`src/rtl/biquad8_pole_coeff_ctrl_pkg.sv`:
```
// biquad8_pole_coeff_ctrl_pkg: shared widths, address codes and FSM states
package biquad8_pole_coeff_ctrl_pkg;
    localparam int COEFF_BITS = 18;
    localparam int NCOEFF = 4;
    localparam logic [1:0] ADDR_A = 2'd0;
    localparam logic [1:0] ADDR_B = 2'd1;
    localparam logic [1:0] ADDR_C = 2'd2;
    localparam logic [1:0] ADDR_D = 2'd3;
    typedef logic [COEFF_BITS-1:0] coeff_t;
    // S_START replays a commit of the reset shadow values when LOAD_ON_RESET is set
    typedef enum logic [1:0] {S_IDLE, S_SHIFT, S_UPDATE, S_START} state_t;
endpackage

```
`src/rtl/biquad8_pole_coeff_ctrl_if.sv`:
```
// biquad8_pole_coeff_ctrl_if: host shadow bus plus coefficient load outputs
interface biquad8_pole_coeff_ctrl_if;
    import biquad8_pole_coeff_ctrl_pkg::*;
    logic       s_wr_i;
    logic [1:0] s_addr_i;
    coeff_t     s_dat_i;
    logic       s_commit_i;
    logic       busy_o;
    logic       done_o;
    coeff_t     coeff_dat_o;
    logic       coeff_wr_o;
    logic       coeff_update_o;
    modport slave (
        input  s_wr_i, s_addr_i, s_dat_i, s_commit_i,
        output busy_o, done_o, coeff_dat_o, coeff_wr_o, coeff_update_o
    );
    modport master (
        output s_wr_i, s_addr_i, s_dat_i, s_commit_i,
        input  busy_o, done_o, coeff_dat_o, coeff_wr_o, coeff_update_o
    );
endinterface

```
`src/rtl/biquad8_pole_coeff_ctrl.sv`:
```
// biquad8_pole_coeff_ctrl: shadows A..D and shifts them D,C,B,A into the DSP B1 cascade, then pulses B2 update
module biquad8_pole_coeff_ctrl
    import biquad8_pole_coeff_ctrl_pkg::*;
#(
    parameter coeff_t INIT_A = '0,
    parameter coeff_t INIT_B = '0,
    parameter coeff_t INIT_C = '0,
    parameter coeff_t INIT_D = '0,
    parameter bit     LOAD_ON_RESET = 1'b1
) (
    input logic clk,
    input logic rst,
    biquad8_pole_coeff_ctrl_if.slave ctrl_if
);
    state_t     state_q;
    logic [1:0] cnt_q;
    logic       pending_q;
    coeff_t     shadow_q [NCOEFF];
    coeff_t     shadow_d [NCOEFF];
    coeff_t     snap_q [NCOEFF];
    logic       busy_q, done_q, wr_q, update_q;
    coeff_t     dat_q;

    // same-cycle shadow write is visible to a commit snapshot
    always_comb begin
        for (int i = 0; i < NCOEFF; i++)
            shadow_d[i] = (ctrl_if.s_wr_i && ctrl_if.s_addr_i == 2'(i)) ? ctrl_if.s_dat_i : shadow_q[i];
    end

    always_ff @(posedge clk or posedge rst) begin
        if (rst) begin
            state_q   <= LOAD_ON_RESET ? S_START : S_IDLE;
            cnt_q     <= '0;
            pending_q <= 1'b0;
            shadow_q  <= '{INIT_A, INIT_B, INIT_C, INIT_D};
            snap_q    <= '{default: '0};
            busy_q    <= 1'b0;
            done_q    <= 1'b0;
            wr_q      <= 1'b0;
            update_q  <= 1'b0;
            dat_q     <= '0;
        end else begin
            shadow_q <= shadow_d;
            case (state_q)
                S_IDLE, S_START: begin
                    busy_q    <= 1'b0;
                    done_q    <= 1'b0;
                    wr_q      <= 1'b0;
                    update_q  <= 1'b0;
                    pending_q <= 1'b0;
                    if (ctrl_if.s_commit_i || state_q == S_START) begin
                        snap_q  <= shadow_d;
                        cnt_q   <= 2'd3;
                        state_q <= S_SHIFT;
                    end else begin
                        state_q <= S_IDLE;
                    end
                end
                S_SHIFT: begin
                    busy_q   <= 1'b1;
                    done_q   <= 1'b0;
                    wr_q     <= 1'b1;
                    update_q <= 1'b0;
                    dat_q    <= snap_q[cnt_q];
                    cnt_q    <= cnt_q - 2'd1;
                    if (ctrl_if.s_commit_i) pending_q <= 1'b1;
                    if (cnt_q == 2'd0) state_q <= S_UPDATE;
                end
                S_UPDATE: begin
                    busy_q   <= 1'b1;
                    done_q   <= 1'b1;
                    wr_q     <= 1'b0;
                    update_q <= 1'b1;
                    // a commit seen during the load restarts straight away, no idle gap
                    if (pending_q || ctrl_if.s_commit_i) begin
                        pending_q <= 1'b0;
                        snap_q    <= shadow_d;
                        cnt_q     <= 2'd3;
                        state_q   <= S_SHIFT;
                    end else begin
                        state_q <= S_IDLE;
                    end
                end
                default: state_q <= S_IDLE;
            endcase
        end
    end

    assign ctrl_if.busy_o         = busy_q;
    assign ctrl_if.done_o         = done_q;
    assign ctrl_if.coeff_wr_o     = wr_q;
    assign ctrl_if.coeff_update_o = update_q;
    assign ctrl_if.coeff_dat_o    = dat_q;
endmodule
```
`src/flat_wrapper.sv`:
```
// flat-port wrapper written by rule: the top's interface ports become plain ports
module biquad8_pole_coeff_ctrl_flat import biquad8_pole_coeff_ctrl_pkg::*;
#(
    parameter coeff_t INIT_A = '0,
    parameter coeff_t INIT_B = '0,
    parameter coeff_t INIT_C = '0,
    parameter coeff_t INIT_D = '0,
    parameter bit     LOAD_ON_RESET = 1'b1
)
  (clk, rst, ctrl_if_s_wr_i, ctrl_if_s_addr_i, ctrl_if_s_dat_i, ctrl_if_s_commit_i, ctrl_if_busy_o, ctrl_if_done_o, ctrl_if_coeff_dat_o, ctrl_if_coeff_wr_o, ctrl_if_coeff_update_o);
  biquad8_pole_coeff_ctrl_if ctrl_if_i ();
  input logic clk;
  input logic rst;
  input wire logic [$bits(ctrl_if_i.s_wr_i)-1:0] ctrl_if_s_wr_i;
  input wire logic [$bits(ctrl_if_i.s_addr_i)-1:0] ctrl_if_s_addr_i;
  input wire logic [$bits(ctrl_if_i.s_dat_i)-1:0] ctrl_if_s_dat_i;
  input wire logic [$bits(ctrl_if_i.s_commit_i)-1:0] ctrl_if_s_commit_i;
  output wire logic [$bits(ctrl_if_i.busy_o)-1:0] ctrl_if_busy_o;
  output wire logic [$bits(ctrl_if_i.done_o)-1:0] ctrl_if_done_o;
  output wire logic [$bits(ctrl_if_i.coeff_dat_o)-1:0] ctrl_if_coeff_dat_o;
  output wire logic [$bits(ctrl_if_i.coeff_wr_o)-1:0] ctrl_if_coeff_wr_o;
  output wire logic [$bits(ctrl_if_i.coeff_update_o)-1:0] ctrl_if_coeff_update_o;
  assign ctrl_if_i.s_wr_i = ctrl_if_s_wr_i;
  assign ctrl_if_i.s_addr_i = ctrl_if_s_addr_i;
  assign ctrl_if_i.s_dat_i = ctrl_if_s_dat_i;
  assign ctrl_if_i.s_commit_i = ctrl_if_s_commit_i;
  assign ctrl_if_busy_o = ctrl_if_i.busy_o;
  assign ctrl_if_done_o = ctrl_if_i.done_o;
  assign ctrl_if_coeff_dat_o = ctrl_if_i.coeff_dat_o;
  assign ctrl_if_coeff_wr_o = ctrl_if_i.coeff_wr_o;
  assign ctrl_if_coeff_update_o = ctrl_if_i.coeff_update_o;
  biquad8_pole_coeff_ctrl #(.INIT_A(INIT_A), .INIT_B(INIT_B), .INIT_C(INIT_C), .INIT_D(INIT_D), .LOAD_ON_RESET(LOAD_ON_RESET)) u_core (.clk(clk), .rst(rst), .ctrl_if(ctrl_if_i));
endmodule
```
`config.mk`:
```
export PLATFORM = sky130hd
export DESIGN_NAME = biquad8_pole_coeff_ctrl_flat
export DESIGN_NICKNAME = d
export VERILOG_FILES = /design/src/rtl/biquad8_pole_coeff_ctrl_pkg.sv /design/src/rtl/biquad8_pole_coeff_ctrl_if.sv /design/src/rtl/biquad8_pole_coeff_ctrl.sv /design/src/flat_wrapper.sv
export SDC_FILE = /design/constraint.sdc
export NUM_CORES = 1
export LEC_CHECK = 0
export CAP_MARGIN = 40
export CORE_ASPECT_RATIO = 2
export CORE_MARGIN = 2
export CORE_UTILIZATION = 45
export CTS_BUF_LIST = sky130_fd_sc_hd__clkbuf_16
export DETAILED_ROUTE_END_ITERATION = 10
export PLACE_DENSITY_LB_ADDON = 0.25
export SYNTH_ARGS = -nofsm -noshare
export SYNTH_HDL_FRONTEND = slang
export SYNTH_SLANG_ARGS = --single-unit
```
`constraint.sdc`:
```
create_clock -name clk -period 12.1 [get_ports clk]
set_clock_uncertainty 0.1 [all_clocks]
set_input_delay 1.21 -clock clk [delete_from_list [all_inputs] [get_ports clk]]
set_output_delay 1.21 -clock clk [all_outputs]
set_load 0.05 [all_outputs]
```
==> out/qor.yml, run 1 <==
synth:
  synthDistinctLibCells: 28
  yosys-top-cells-count: "168 x dfrtp_1, 105 x mux2_2, 51 x mux2_4"
  seq_area_frac_synth_pct: 60.3
  syn_inst: 401
  synthFlopType: "dfrtp_1"
  synth_warnings: 0
  yosysMostFrequentCell: "dfrtp_1"
  ys_async_sr_fraction_pct: 100
  ys_seq_elements: 170
  synthesis.nets: 429
  synth_area_leaders: "dfrtp_1 60%, mux2_2 17%, mux2_4 11%"
  synth_top_area_share_pct: 59.5
  syn-cell-area_mm2: 0.00706
  synth_edf_count: 0
  syn_avg_cell_area_um2: 17.6
  synth_area_leader_cell: "dfrtp_1"
route:
  routed_via_density: 5.28
  drt-initial-drc-count: 140
  drc: 0
  wl_per_cell_um: 19.7
  drtAntennaViolNets: 0
  first_pass_iters: 4
  vias: 3503
  drt_wl_total_mm: 13.1
worst_setup_path:
  critPathMaxFanout: 18
  r2r_cells: 8
  required_ns: 12.31
  regToRegEndpoint: "u_core.snap_q[64]"
  worst-path-buf-inv: 2
  cp_top_family: "buffers and inverters"
  arrival_ns: 3.15
  r2r_slack_ns: 9.55
  crit_path_cell_trace: "clkdlybuf4s50_1 -> nor3b_4 -> buf_4 -> mux2_2 -> mux2_1"
  crit_type: "input pin to flip-flop"
  end_kind: "flip-flop"
  worstSetupStartpointType: "input pin"
  slowest_stage: "clkdlybuf4s50_1"
  reg2reg_from: "u_core.state_q[0]"
  max_stage_delay_ns: 0.66
min_path:
  hp-start: "u_core.snap_q[13]"
  hold_class: "flip-flop to flip-flop"
  worstHoldPathCells: 1
  hold_end: "u_core.snap_q[13]"
grt:
  grtUsageTotal_pct: 17.1
  use_met3_pct: 3.50
  first_global_vias: 3970
  grt_overflow: 0
  grt_pass1_wl_mm: 21.7
  busiest_layer: "met2"
  grt_max_degree: 96
  grt_antenna_before_repair: 0
  met2_usage_pct: 28.7
  grtUsageMet1_pct: 21.8
clocking:
  tritoncts: "done"
  cts_root_buffer: "clkbuf_16"
  clk_pin_slew_ns: 0.07
  cts_buffer_depth: 2
  clock_latency_ns: 0.43
  cts_setup_buffers: 0
  h-tree-depth: 4
  cts_hold_buf: 0
  clock_sinks: 170
  ctsResizeCount: 0
  cts_made_buffers: 17
layout:
  fin_nets: 481
  syn_to_final_growth_pct: 17.4
  drive_gt1_share_pct: 47.4
  diodes: 0
pwr:
  p_total_mw: 2.17
  leakage_nw: 3.69
  seq_power_share_pct: 40.9
  switching_power_mw: 0.699
  ir_worst_vdd_mv: 0.135
  p_sw_share_pct: 32.1
  p_int_mw: 1.47
  combPwrFrac_pct: 36.1
  clkPwrFrac_pct: 23.0
  power.density_mw_per_mm2: 262
timing:
  finalSetupViolations: 0
  clock.fmax_ghz: 0.340
  hold_viol: 0
  max_slew_margin_pct: 43.8
  worstMarginPinSlew_ns: 0.844
  post-route-period-util_pct: 24.3
  tns_ns: 0
  period_needed_ns: 2.94
  slew_violations: 0
  rsz0062_at_grt: "no"
floorplan:
  core_area_mm2: 0.0153
  initial_core_util_pct: 46.2
  io-pin-count: 46
  die_y_um: 181
  die_w_um: 92.6
  die-area_mm2: 0.0168
  rows: 64
placed_design:
  port_buffers: 45
  place_congestion: 0.716
  dp_hpwl_mm: 7.90
run_status:
  status: "finished, final reports clean"
flow_run:
  maxCapViolations: 0
==> through the flow <==
stage | cell area (um^2) | worst slack, ns | instances | utilization (%) | hold WS [ns]
5_1_grt | 8290 | 9.09 | 664 | 54.2 | 0.400
3_5_place_dp | 7750 | 8.70 | 632 | 50.7 | 0.375
4_1_cts | 8290 | 9.15 | 664 | 54.2 | 0.393
6_report | 8290 | 9.16 | 664 | 54.2 | 0.389
2_1_floorplan | 7060 | 6.19 | 401 | - | 0.352
3_3_place_gp | 7670 | 8.72 | 629 | 50.2 | 0.365
==> layout by cell type (no fill, tap or decap), drive strengths merged <==
cell type / instances
dfrtp: 168
mux2: 162
clkdlybuf4s50: 45
mux4: 18
clkbuf: 17
inv: 15
buf: 8
ha: 4
a21oi: 4
clkinvlp: 3
nor2: 3
clkinv: 3
nand3b: 2
nand2b: 2
nand2: 2
o21a: 2
dfstp: 2
nand3: 1
nor3b: 1
nor2b: 1
o21ai: 1
o211ai: 1
a21o: 1
==> kinds of logic (layout without fill, tap and decap cells) <==
family                     after synthesis  in the layout  synth area share [%]
AOI/OAI and AO/OA                        9              9                 0.833
muxes                                  180            180                  34.3
adders and majority gates                4              4                 0.709
buffers and inverters                   26             91                  2.27
and+or+nand+nor                         12             12                  1.63
DFF                                    170            170                  60.3
==> cell type report <==
type	count	area, um^2
fillers	1255	7000
flip-flops and latches	170	4260
multi-input cells	205	2650
repair buffers	53	571
clock buffers	17	425
well taps	198	248
clock inverters	15	114
inverters	6	27.5
==> state kept, by name, indices dropped and copies added (netlist names) <==
register,flops
u_core.ctrl_if.busy_o,1
u_core.ctrl_if.done_o,1
u_core.cnt_q,2
u_core.state_q,2
u_core.shadow_q,72
u_core.pending_q,1
u_core.snap_q,72
u_core.ctrl_if.coeff_dat_o,18
u_core.ctrl_if.coeff_wr_o,1
==> worst max path at each step <==
stage,from,to,slack (ns),cells after the start
floorplan,rst,u_core.cnt_q[0],6.19,1
global placement,rst,u_core.snap_q[0],8.72,3
detailed placement,ctrl_if_s_wr_i,u_core.snap_q[62],8.70,5
CTS,ctrl_if_s_wr_i,u_core.snap_q[62],9.15,5
global route,ctrl_if_s_wr_i,u_core.snap_q[62],9.09,5
finish,ctrl_if_s_wr_i,u_core.snap_q[62],9.16,5
==> power groups by stage <==
stage               logic [mW]  registers, mW  clock network [mW]
global placement         0.743          0.897                   0
detailed placement       0.792          0.901                   0
CTS                      0.797          0.893               0.510
floorplan                0.492          0.975                   0
finish                   0.785          0.890               0.499
global route             0.839          0.917               0.533
==> routing by layer <==
| layer | share of wire, % | wire length, um |
|---|---|---|
| met1 | 43 | 5570 |
| met5 | 0 | 0 |
| met2 | 53 | 6950 |
| met3 | 2.4 | 317 |
| met4 | 1.6 | 213 |
Note: power is estimated with default switching activity, not from simulation.
==> run 2: changes to the inputs <==
==> constraint.sdc (replaced) <==
create_clock -name clk -period 2.86 [get_ports clk]
set_clock_uncertainty 0.1 [all_clocks]
set_input_delay 0.286 -clock clk [delete_from_list [all_inputs] [get_ports clk]]
set_output_delay 0.286 -clock clk [all_outputs]
set_load 0.05 [all_outputs]
==> run 2 against run 1 <==
Register-to-register slack got worse by 9.0 ns. Power increased to 4.3 times the previous value. Via count increased by 0.49%. Die area unchanged. Worst setup slack got worse by 8.6 ns. Critical path depth increased by 2. Worst hold slack got worse by 0.15 ns. Highest routed layer unchanged. First-iteration DRC count increased by 30%. Cell area about the same. Clock-buffer cell count unchanged.
==> out/qor.yml, run 2 (synthesis gave the netlist of run 1 again) <==
timing:
  finalSetupViolations: 0  # unchanged
  worstMarginPinSlew_ns: 0.775  # -0.0683 ns
  clock.fmax_ghz: 0.436
  rsz0062_at_grt: "no"
  period_needed_ns: 2.29
  hold_viol: 0  # unchanged
  post-route-period-util_pct: 80.2
  max_slew_margin_pct: 48.3  # +4.6 points
  tns_ns: 0  # unchanged
  slew_violations: 0  # unchanged
route:
  vias: 3520  # +0.49%
  wl_per_cell_um: 19.1  # -2.6%
  drtAntennaViolNets: 0  # unchanged
  drt_wl_total_mm: 12.7  # -2.6%
  routed_via_density: 5.30  # +0.49%
  drc: 0  # unchanged
  first_pass_iters: 5  # +1
  drt-initial-drc-count: 182  # +30%
layout:
  finalInstanceArea_mm2: 0.00830  # about the same
  final_common_cell: "dfrtp_1"
  drive_gt1_share_pct: 47.2  # -0.21 points
  final_cells: 664  # unchanged
  mostFrequentLayoutCells: "168 x dfrtp_1, 105 x mux2_2, 51 x mux2_4"
  diodes: 0  # unchanged
  syn_to_final_growth_pct: 17.5  # about the same
  fin_nets: 481  # unchanged
pwr:
  clkPwrFrac_pct: 24.1  # +1.1 points
  combPwrFrac_pct: 35.1  # -1.0 points
  ir_worst_vdd_mv: 0.628  # +360%
  p_int_mw: 6.37  # +330%
  leakage_nw: 3.68  # -0.14%
  p_sw_share_pct: 31.1  # -1.1 points
  switching_power_mw: 2.87  # +310%
  seq_power_share_pct: 40.8  # about the same
  power.density_mw_per_mm2: 1110  # +320%
grt:
  grt_pass1_wl_mm: 21.5  # -1.0%
  grtUsageTotal_pct: 16.8  # -0.29 points
  grt_antenna_before_repair: 0  # unchanged
  grt_max_degree: 146  # +52%
  first_global_vias: 3859  # -2.8%
  grt_overflow: 0  # unchanged
worst_setup_path:
  worstSetupStartpointType: "flip-flop"
  crit_type: "flip-flop to flip-flop"
  required_ns: 3.06  # -9.25 ns
  arrival_ns: 2.49  # -0.66 ns
  end_kind: "flip-flop"
  slowest_stage: "dfstp_2"
  crit_path_cell_trace: "inv_1 -> ha_1 -> nand2b_1 -> a21oi_2 -> nor2_4 -> buf_12 -> mux2_2"
  critPathMaxFanout: 72  # +54
  max_stage_delay_ns: 0.57  # -0.09 ns
floorplan:
  io-pin-count: 46  # unchanged
  die_y_um: 181  # unchanged
  die-area_mm2: 0.0168  # unchanged
  die_w_um: 92.6  # unchanged
  initial_core_util_pct: 46.2  # unchanged
  core_area_mm2: 0.0153  # unchanged
  rows: 64  # unchanged
flow_run:
  maxCapViolations: 0  # unchanged
clocking:
  clock_latency_ns: 0.42  # about the same
  ctsResizeCount: 0  # unchanged
  cts_buffer_depth: 2  # unchanged
  cts_made_buffers: 17  # unchanged
  h-tree-depth: 4  # unchanged
  cts_hold_buf: 0  # unchanged
  tritoncts: "done"
  clock_sinks: 170  # unchanged
  clk_pin_slew_ns: 0.07  # about the same
  cts_root_buffer: "clkbuf_16"
  cts_setup_buffers: 0  # unchanged
placed_design:
  dp_hpwl_mm: 7.70  # -2.5%
  placed_cell_area_mm2: 0.00772  # -0.47%
  place_congestion: 0.713  # -0.45%
  port_buffers: 45  # unchanged
  placedCellCount: 632  # unchanged
run_status:
  status: "finished, final reports clean"
min_path:
  hold_class: "input pin to async pin"
==> run 2: cell count changes in the layout (fill, tap and decap cells not counted) <==
cell and change:
buf_12 +2, inv_1 +1, buf_4 +1, clkinvlp_4 +2, clkinv_2 -1, bufinv_16 +2
inv_6 -5, clkinv_4 +1, buf_16 -3
==> run 2: final timing paths <==
path	slack, ns	cells past startpoint	end	startpoint
setup / recovery	0.57	7	u_core.snap_q[20]	u_core.state_q[0]
hold / removal	0.24	3	u_core.snap_q[9]	rst
setup reg to reg	0.57	7	u_core.snap_q[20]	u_core.state_q[0]
hold reg to reg	0.39	1	u_core.shadow_q[43]	u_core.shadow_q[43]
max in group asynchronous	1.73	3	u_core.shadow_q[14]	rst
min in group clk	0.39	1	u_core.shadow_q[43]	u_core.shadow_q[43]
==> run 2: routing by layer <==
| metal | global-route usage (%) | wire length, um | up-vias |
|---|---|---|---|
| met5 | 0 | 0 | - |
| met4 | 6.09 | 195 | 0 |
| met3 | 3.38 | 273 | 12 |
| met2 | 27.1 | 6580 | 50 |
| met1 | 22.6 | 5660 | 1909 |
| li1 | - | - | 1549 |
==> run 2: power by group through the flow <==
stage | Sequential [mW] | Clock [mW] | Combinational [mW]
floorplan | 4.13 | 0 | 2.08
global placement | 3.77 | 0 | 3.21
detailed placement | 3.81 | 0 | 3.29
CTS | 3.78 | 2.29 | 3.30
global route | 3.88 | 2.39 | 3.47
finish | 3.76 | 2.23 | 3.25
==> run 2: through the flow <==
stage                     power, mW  worst slack [ns]  util [%]  hold slack, ns
after floorplan                6.21             0.307         -           0.317
after global placement         6.97             0.425      50.5           0.375
after detailed placement       7.10             0.391      50.5           0.377
after CTS                      9.36             0.566      54.2           0.238
after global routing           9.74             0.473      54.2           0.263
final                          9.24             0.568      54.2           0.236
==> run 2: final cells by class <==
type / instances / area (um^2)
repair buffers: 53 / 536
flip-flops and latches: 170 / 4260
clock buffers: 17 / 425
inverters: 6 / 26.3
fillers: 1240 / 7000
well taps: 198 / 248
multi-input cells: 205 / 2650
clock inverters: 15 / 154
==> run 2: worst max-delay path, delay by kind of cell (launching register included) <==
family | cells | cell delay (ns)
compound gates | 1 | 0.11
mux | 1 | 0.39
simple gates | 2 | 0.22
flops | 1 | 0.57
buf+inv | 2 | 0.43
fa+ha+maj | 1 | 0.32
==> run 3: changes to the inputs <==
==> constraint.sdc (replaced) <==
create_clock -name clk -period 2 [get_ports clk]
set_clock_uncertainty 0.1 [all_clocks]
set_input_delay 0.2 -clock clk [delete_from_list [all_inputs] [get_ports clk]]
set_output_delay 0.2 -clock clk [all_outputs]
set_load 0.05 [all_outputs]
==> run 3 against run 2 <==
Sequential power is 42% higher. Via count rose by 3.3%. Critical path type unchanged. Critical endpoint is now u_core.snap_q[50]. Largest cell class unchanged. Combinational power grew 67%. The run now ends with negative setup slack left.
==> out/qor.yml, run 3 (synthesis gave the netlist of run 1 again) <==
run_status:
  status: "complete, but fails checks"
  violations: "negative setup slack"
route:
  drtAntennaViolNets: 0  # unchanged
  drt_wl_total_mm: 14.1  # +11%
  wl_per_cell_um: 20.3  # +5.8%
  drt-initial-drc-count: 157  # -14%
  first_pass_iters: 4  # -1
  drc: 0  # unchanged
  routed_via_density: 5.22  # -1.6%
  vias: 3635  # +3.3%
timing:
  hold_viol: 0  # unchanged
  slew_violations: 0  # unchanged
  period_needed_ns: 2.04  # -0.257 ns
  tns_ns: -0.653  # -0.653 ns
  worstMarginPinSlew_ns: 0.507  # -0.268 ns
  max_slew_margin_pct: 66.1  # +18 points
  finalSetupViolations: 45  # +45
  whs_ns: 0.00839  # -0.228 ns
  rsz0062_at_grt: "yes"
  clock.fmax_ghz: 0.491  # +13%
  post-route-period-util_pct: 102  # +22 points
  setup_ws_ns: -0.0357  # -0.603 ns
clocking:
  h-tree-depth: 4  # unchanged
  clk_pin_slew_ns: 0.07  # about the same
  cts_hold_buf: 0  # unchanged
  cts_made_buffers: 17  # unchanged
  cts_buffer_depth: 2  # unchanged
  clock_sinks: 170  # unchanged
  cts_root_buffer: "clkbuf_16"
  tritoncts: "done"
  clock_latency_ns: 0.42  # about the same
grt:
  first_global_vias: 4007  # +3.8%
  grt_antenna_before_repair: 0  # unchanged
  grt_max_degree: 38  # -74%
  grtUsageTotal_pct: 17.7  # +0.86 points
  grt_pass1_wl_mm: 22.4  # +4.1%
  grt_overflow: 0  # unchanged
pwr:
  p_total_mw: 14.1  # +52%
  power.density_mw_per_mm2: 1580  # +42%
  leakage_nw: 3.97  # +7.8%
  ir_worst_vdd_mv: 0.802  # +28%
worst_setup_path:
  required_ns: 2.20  # -0.86 ns
  crit_type: "flip-flop to flip-flop"
  setup.worst_path.start: "u_core.state_q[1]"
  crit_end: "u_core.snap_q[50]"
  end_kind: "flip-flop"
  critPathMaxFanout: 16  # -78%
  r2r_slack_ns: -0.04  # -0.60 ns
  r2r_cells: 7  # unchanged
  worstSetupStartpointType: "flip-flop"
  arrival_ns: 2.24  # -0.25 ns
  reg2reg_from: "u_core.state_q[1]"
  regToRegEndpoint: "u_core.snap_q[50]"
placed_design:
  placed_cell_area_mm2: 0.00808  # +4.7%
  placedCellCount: 655  # +3.6%
  dp_hpwl_mm: 8.67  # +13%
  port_buffers: 45  # unchanged
  place_congestion: 0.740  # +3.9%
  place_ws_ns: -0.171  # -0.563 ns
floorplan:
  die_w_um: 92.6  # unchanged
  core_area_mm2: 0.0153  # unchanged
  io-pin-count: 46  # unchanged
  die-area_mm2: 0.0168  # unchanged
  die_y_um: 181  # unchanged
  rows: 64  # unchanged
  initial_core_util_pct: 46.2  # unchanged
layout:
  seqCellArea_mm2: 0.00426  # unchanged
  syn_to_final_growth_pct: 26.0
  num-fill-cells: 1206  # -2.7%
  drive_gt1_share_pct: 52.1  # +4.9 points
  final_common_cell: "dfrtp_1"
  diodes: 0  # unchanged
  multi_input_area_mm2: 0.00271  # +2.4%
  utilization_pct: 58.2  # +3.9 points
  final_cells: 697  # +5.0%
  mostFrequentLayoutCells: "168 x dfrtp_1, 103 x mux2_2, 55 x mux2_4"
  finalInstanceArea_mm2: 0.00890  # +7.3%
  fin_nets: 514  # +6.9%
flow_run:
  maxCapViolations: 0  # unchanged
min_path:
  hold_class: "input pin to async pin"
run 3: cell count changes in the layout (fill, tap and decap cells not counted), moves of 3 or more:
cell	before	now
buf_12	2	17
buf_6	0	3
buf_4	6	16
mux2_4	51	55
inv_1	8	5
run 3: where the power goes:
group / total [mW] / internal, mW / switching (mW) / leakage [nW]
combinational: 5.43 / 3.04 / 2.39 / 1.67
clock: 3.33 / 1.97 / 1.36 / 0.287
sequential: 5.33 / 4.73 / 0.600 / 2.01
run 3: how the worst min path moves through the flow:
stage,to,slack [ns],depth (start not counted)
after floorplan,u_core.pending_q,0.23,1
after global placement,u_core.snap_q[35],0.36,1
after detailed placement,u_core.snap_q[13],0.37,1
after CTS,u_core.shadow_q[66],0.007,2
after global routing,u_core.shadow_q[46],0.02,2
final,u_core.shadow_q[66],0.008,2
run 3: worst max-delay path, stage by stage (launching register included):
cell      delay, ns
dfstp_2        0.61
ha_4           0.23
nand2b_4       0.07
a21oi_4        0.06
nor2_4         0.14
buf_4          0.18
buf_12         0.17
mux2_2         0.35
run 3: cell type report:
class	instances	area share (%)
multi-input combinational	205	30.5
inverter	6	0.295
timing repair buffer	86	11.8
clock inverter	15	1.98
sequential	170	47.8
tap	198	2.78
clock buffer	17	4.78
run 3: what timing repair did:
item	in CTS	in global routing
buffers inserted	2	4
pin swaps	0	3
endpoints found under the setup margin	72	72
gates resized for setup	10	9
gates cloned	1	4
run 3: metal layers:
metal	part of all wire [%]	up-vias	global-route usage (%)	wire length, um
met4	1.3	0	6.45	180
met5	0	-	0	0
li1	-	1616	-	-
met1	43	1967	22.1	6040
met3	2.0	9	3.00	288
met2	54	43	30.5	7610
==> patch, RTL diff (settings of run 1) <==
`LOAD_ON_RESET` is set to 1'b1 in 2 places; all go to 1'b0.
--- a/src/rtl/biquad8_pole_coeff_ctrl.sv
+++ b/src/rtl/biquad8_pole_coeff_ctrl.sv
@@ -6,7 +6,7 @@
     parameter coeff_t INIT_B = '0,
     parameter coeff_t INIT_C = '0,
     parameter coeff_t INIT_D = '0,
-    parameter bit     LOAD_ON_RESET = 1'b1
+    parameter bit     LOAD_ON_RESET = 1'b0
 ) (
     input logic clk,
     input logic rst,
--- a/src/flat_wrapper.sv
+++ b/src/flat_wrapper.sv
@@ -5,7 +5,7 @@
     parameter coeff_t INIT_B = '0,
     parameter coeff_t INIT_C = '0,
     parameter coeff_t INIT_D = '0,
-    parameter bit     LOAD_ON_RESET = 1'b1
+    parameter bit     LOAD_ON_RESET = 1'b0
 )
   (clk, rst, ctrl_if_s_wr_i, ctrl_if_s_addr_i, ctrl_if_s_dat_i, ctrl_if_s_commit_i, ctrl_if_busy_o, ctrl_if_done_o, ctrl_if_coeff_dat_o, ctrl_if_coeff_wr_o, ctrl_if_coeff_update_o);
   biquad8_pole_coeff_ctrl_if ctrl_if_i ();
Formal check against the unedited RTL: not equivalent (Yosys sat finds a counterexample within 4 cycles, from zero or initial values and one cycle with rst high).
==> patch against run 1 <==
Setup slack lost 0.056 ns. Via count down 1.8%. Final area up 0.59%. Wire length decreased by 2.2%. Sequential cell count unchanged. Power grew 1.8%. Sequential share of layout area down 0.33 points. Highest routed layer unchanged. Synthesized area about the same. Critical endpoint unchanged.
==> patch: results (changes against run 1) <==
- DP HPWL: 7.524 mm (-4.8%)
- Worst slew margin: 45.05% (+1.3 points)
- Core area: 15,290 um^2 (unchanged)
- Hold WS: 0.3847 ns (-0.004483 ns)
- Arrival time at the worst endpoint: 3.19 ns (+0.04 ns)
- Met2 wire length: 6.497 mm (-6.5%)
- Grt met1 use: 21.85% (about the same)
- Pwr/cell area: 265.1 nW/um^2 (+1.2%)
- 1st-iter DRT viols: 126 (-10%)
- Global Route met3 Usage: 3.420% (-0.083 points)
- FF-to-FF End: u_core.snap_q[50]$_DFFE_PP0P_
- Synth Area in Compound Gates: 0.8330% (about the same)
- Mux cell area share after synthesis: 34.30% (about the same)
- Post-cts sizing count: 0 (unchanged)
- Reg2Reg Launch Point: u_core.state_q[0]$_DFFE_PP0P_
- Post-synth top cells: dfrtp_1 (170), mux2_2 (105), mux2_4 (51)
- First-pass GRT wire length: 21.09 mm (-3.0%)
- Fillers: 1,211 (-3.5%)
- Status: completed
- Hold Path Sink: u_core.snap_q[35]$_DFFE_PP0P_
- DR WL/cell: 19.25 um (-2.1%)
- GPL Wtd Cong: 0.7155 (about the same)
- Total GRT Usage: 16.43% (-0.66 points)
- Internal reg-to-reg setup slack: 9.67 ns (+0.12 ns)
- WL met1: 5.769 mm (+3.5%)
- Placement Setup Slack: 8.717 ns (+0.01728 ns)
- Register area share after synthesis: 60.26% (about the same)
- Non-clock buffering overhead: 6.750% (-0.13 points)
- Largest net degree at the start of global routing: 93 (-3.1%)
- Layout cell share with drive strength beyond 1: 47.10% (-0.33 points)
- Yosys cell types: 27 (-3.6%)
- Largest cells by area after synthesis: dfrtp_1 (60%), mux2_2 (17%), mux2_4 (11%), mux4_2 (5.7%), mux2_1 (0.96%)
- Leakage power: 3.703 nW (+0.48%)
- Post-route insts no fill: 663 (-0.15%)
- Via count: 3,441 (-1.8%)
- Placement-stage cell area: 7744 um^2 (-0.13%)
- Met3 WL: 334 um (+5.4%)
- Syn Area/Cell: 17.60 um^2 (about the same)
- Area of the multi-input gates: 2651 um^2 (unchanged)
- Seq/total area: 51.00% (-0.33 points)
- Worst vdd ir: 0.1490 mV (+10%)
- Vias in the first global route: 3,896 (-1.9%)
- Seq Cell Count: 170 (unchanged)
- Post-Synth Adder-Cell Area: 0.7090% (about the same)
- Met2 GRT Util: 26.51% (-2.2 points)
[patch: worst max path at each step]
stage / to / cells past startpoint / startpoint / slack, ns
3_5_place_dp: u_core.snap_q[65]$_DFFE_PP0P_ / 5 / ctrl_if_s_wr_i / 8.72
3_3_place_gp: u_core.snap_q[19]$_DFFE_PP0P_ / 3 / rst / 8.69
5_1_grt: u_core.snap_q[62]$_DFFE_PP0P_ / 5 / ctrl_if_s_wr_i / 9.07
2_1_floorplan: u_core.cnt_q[0]$_DFFE_PP0P_ / 1 / rst / 6.19
6_report: u_core.snap_q[62]$_DFFE_PP0P_ / 5 / ctrl_if_s_wr_i / 9.10
4_1_cts: u_core.snap_q[62]$_DFFE_PP0P_ / 5 / ctrl_if_s_wr_i / 9.13
[patch: where the power goes]
group          leakage [nW]  internal, W  switching [W]
Clock                 0.280     0.000325       0.000223
Combinational          1.40     0.000425       0.000350
Sequential             2.02     0.000780       0.000108
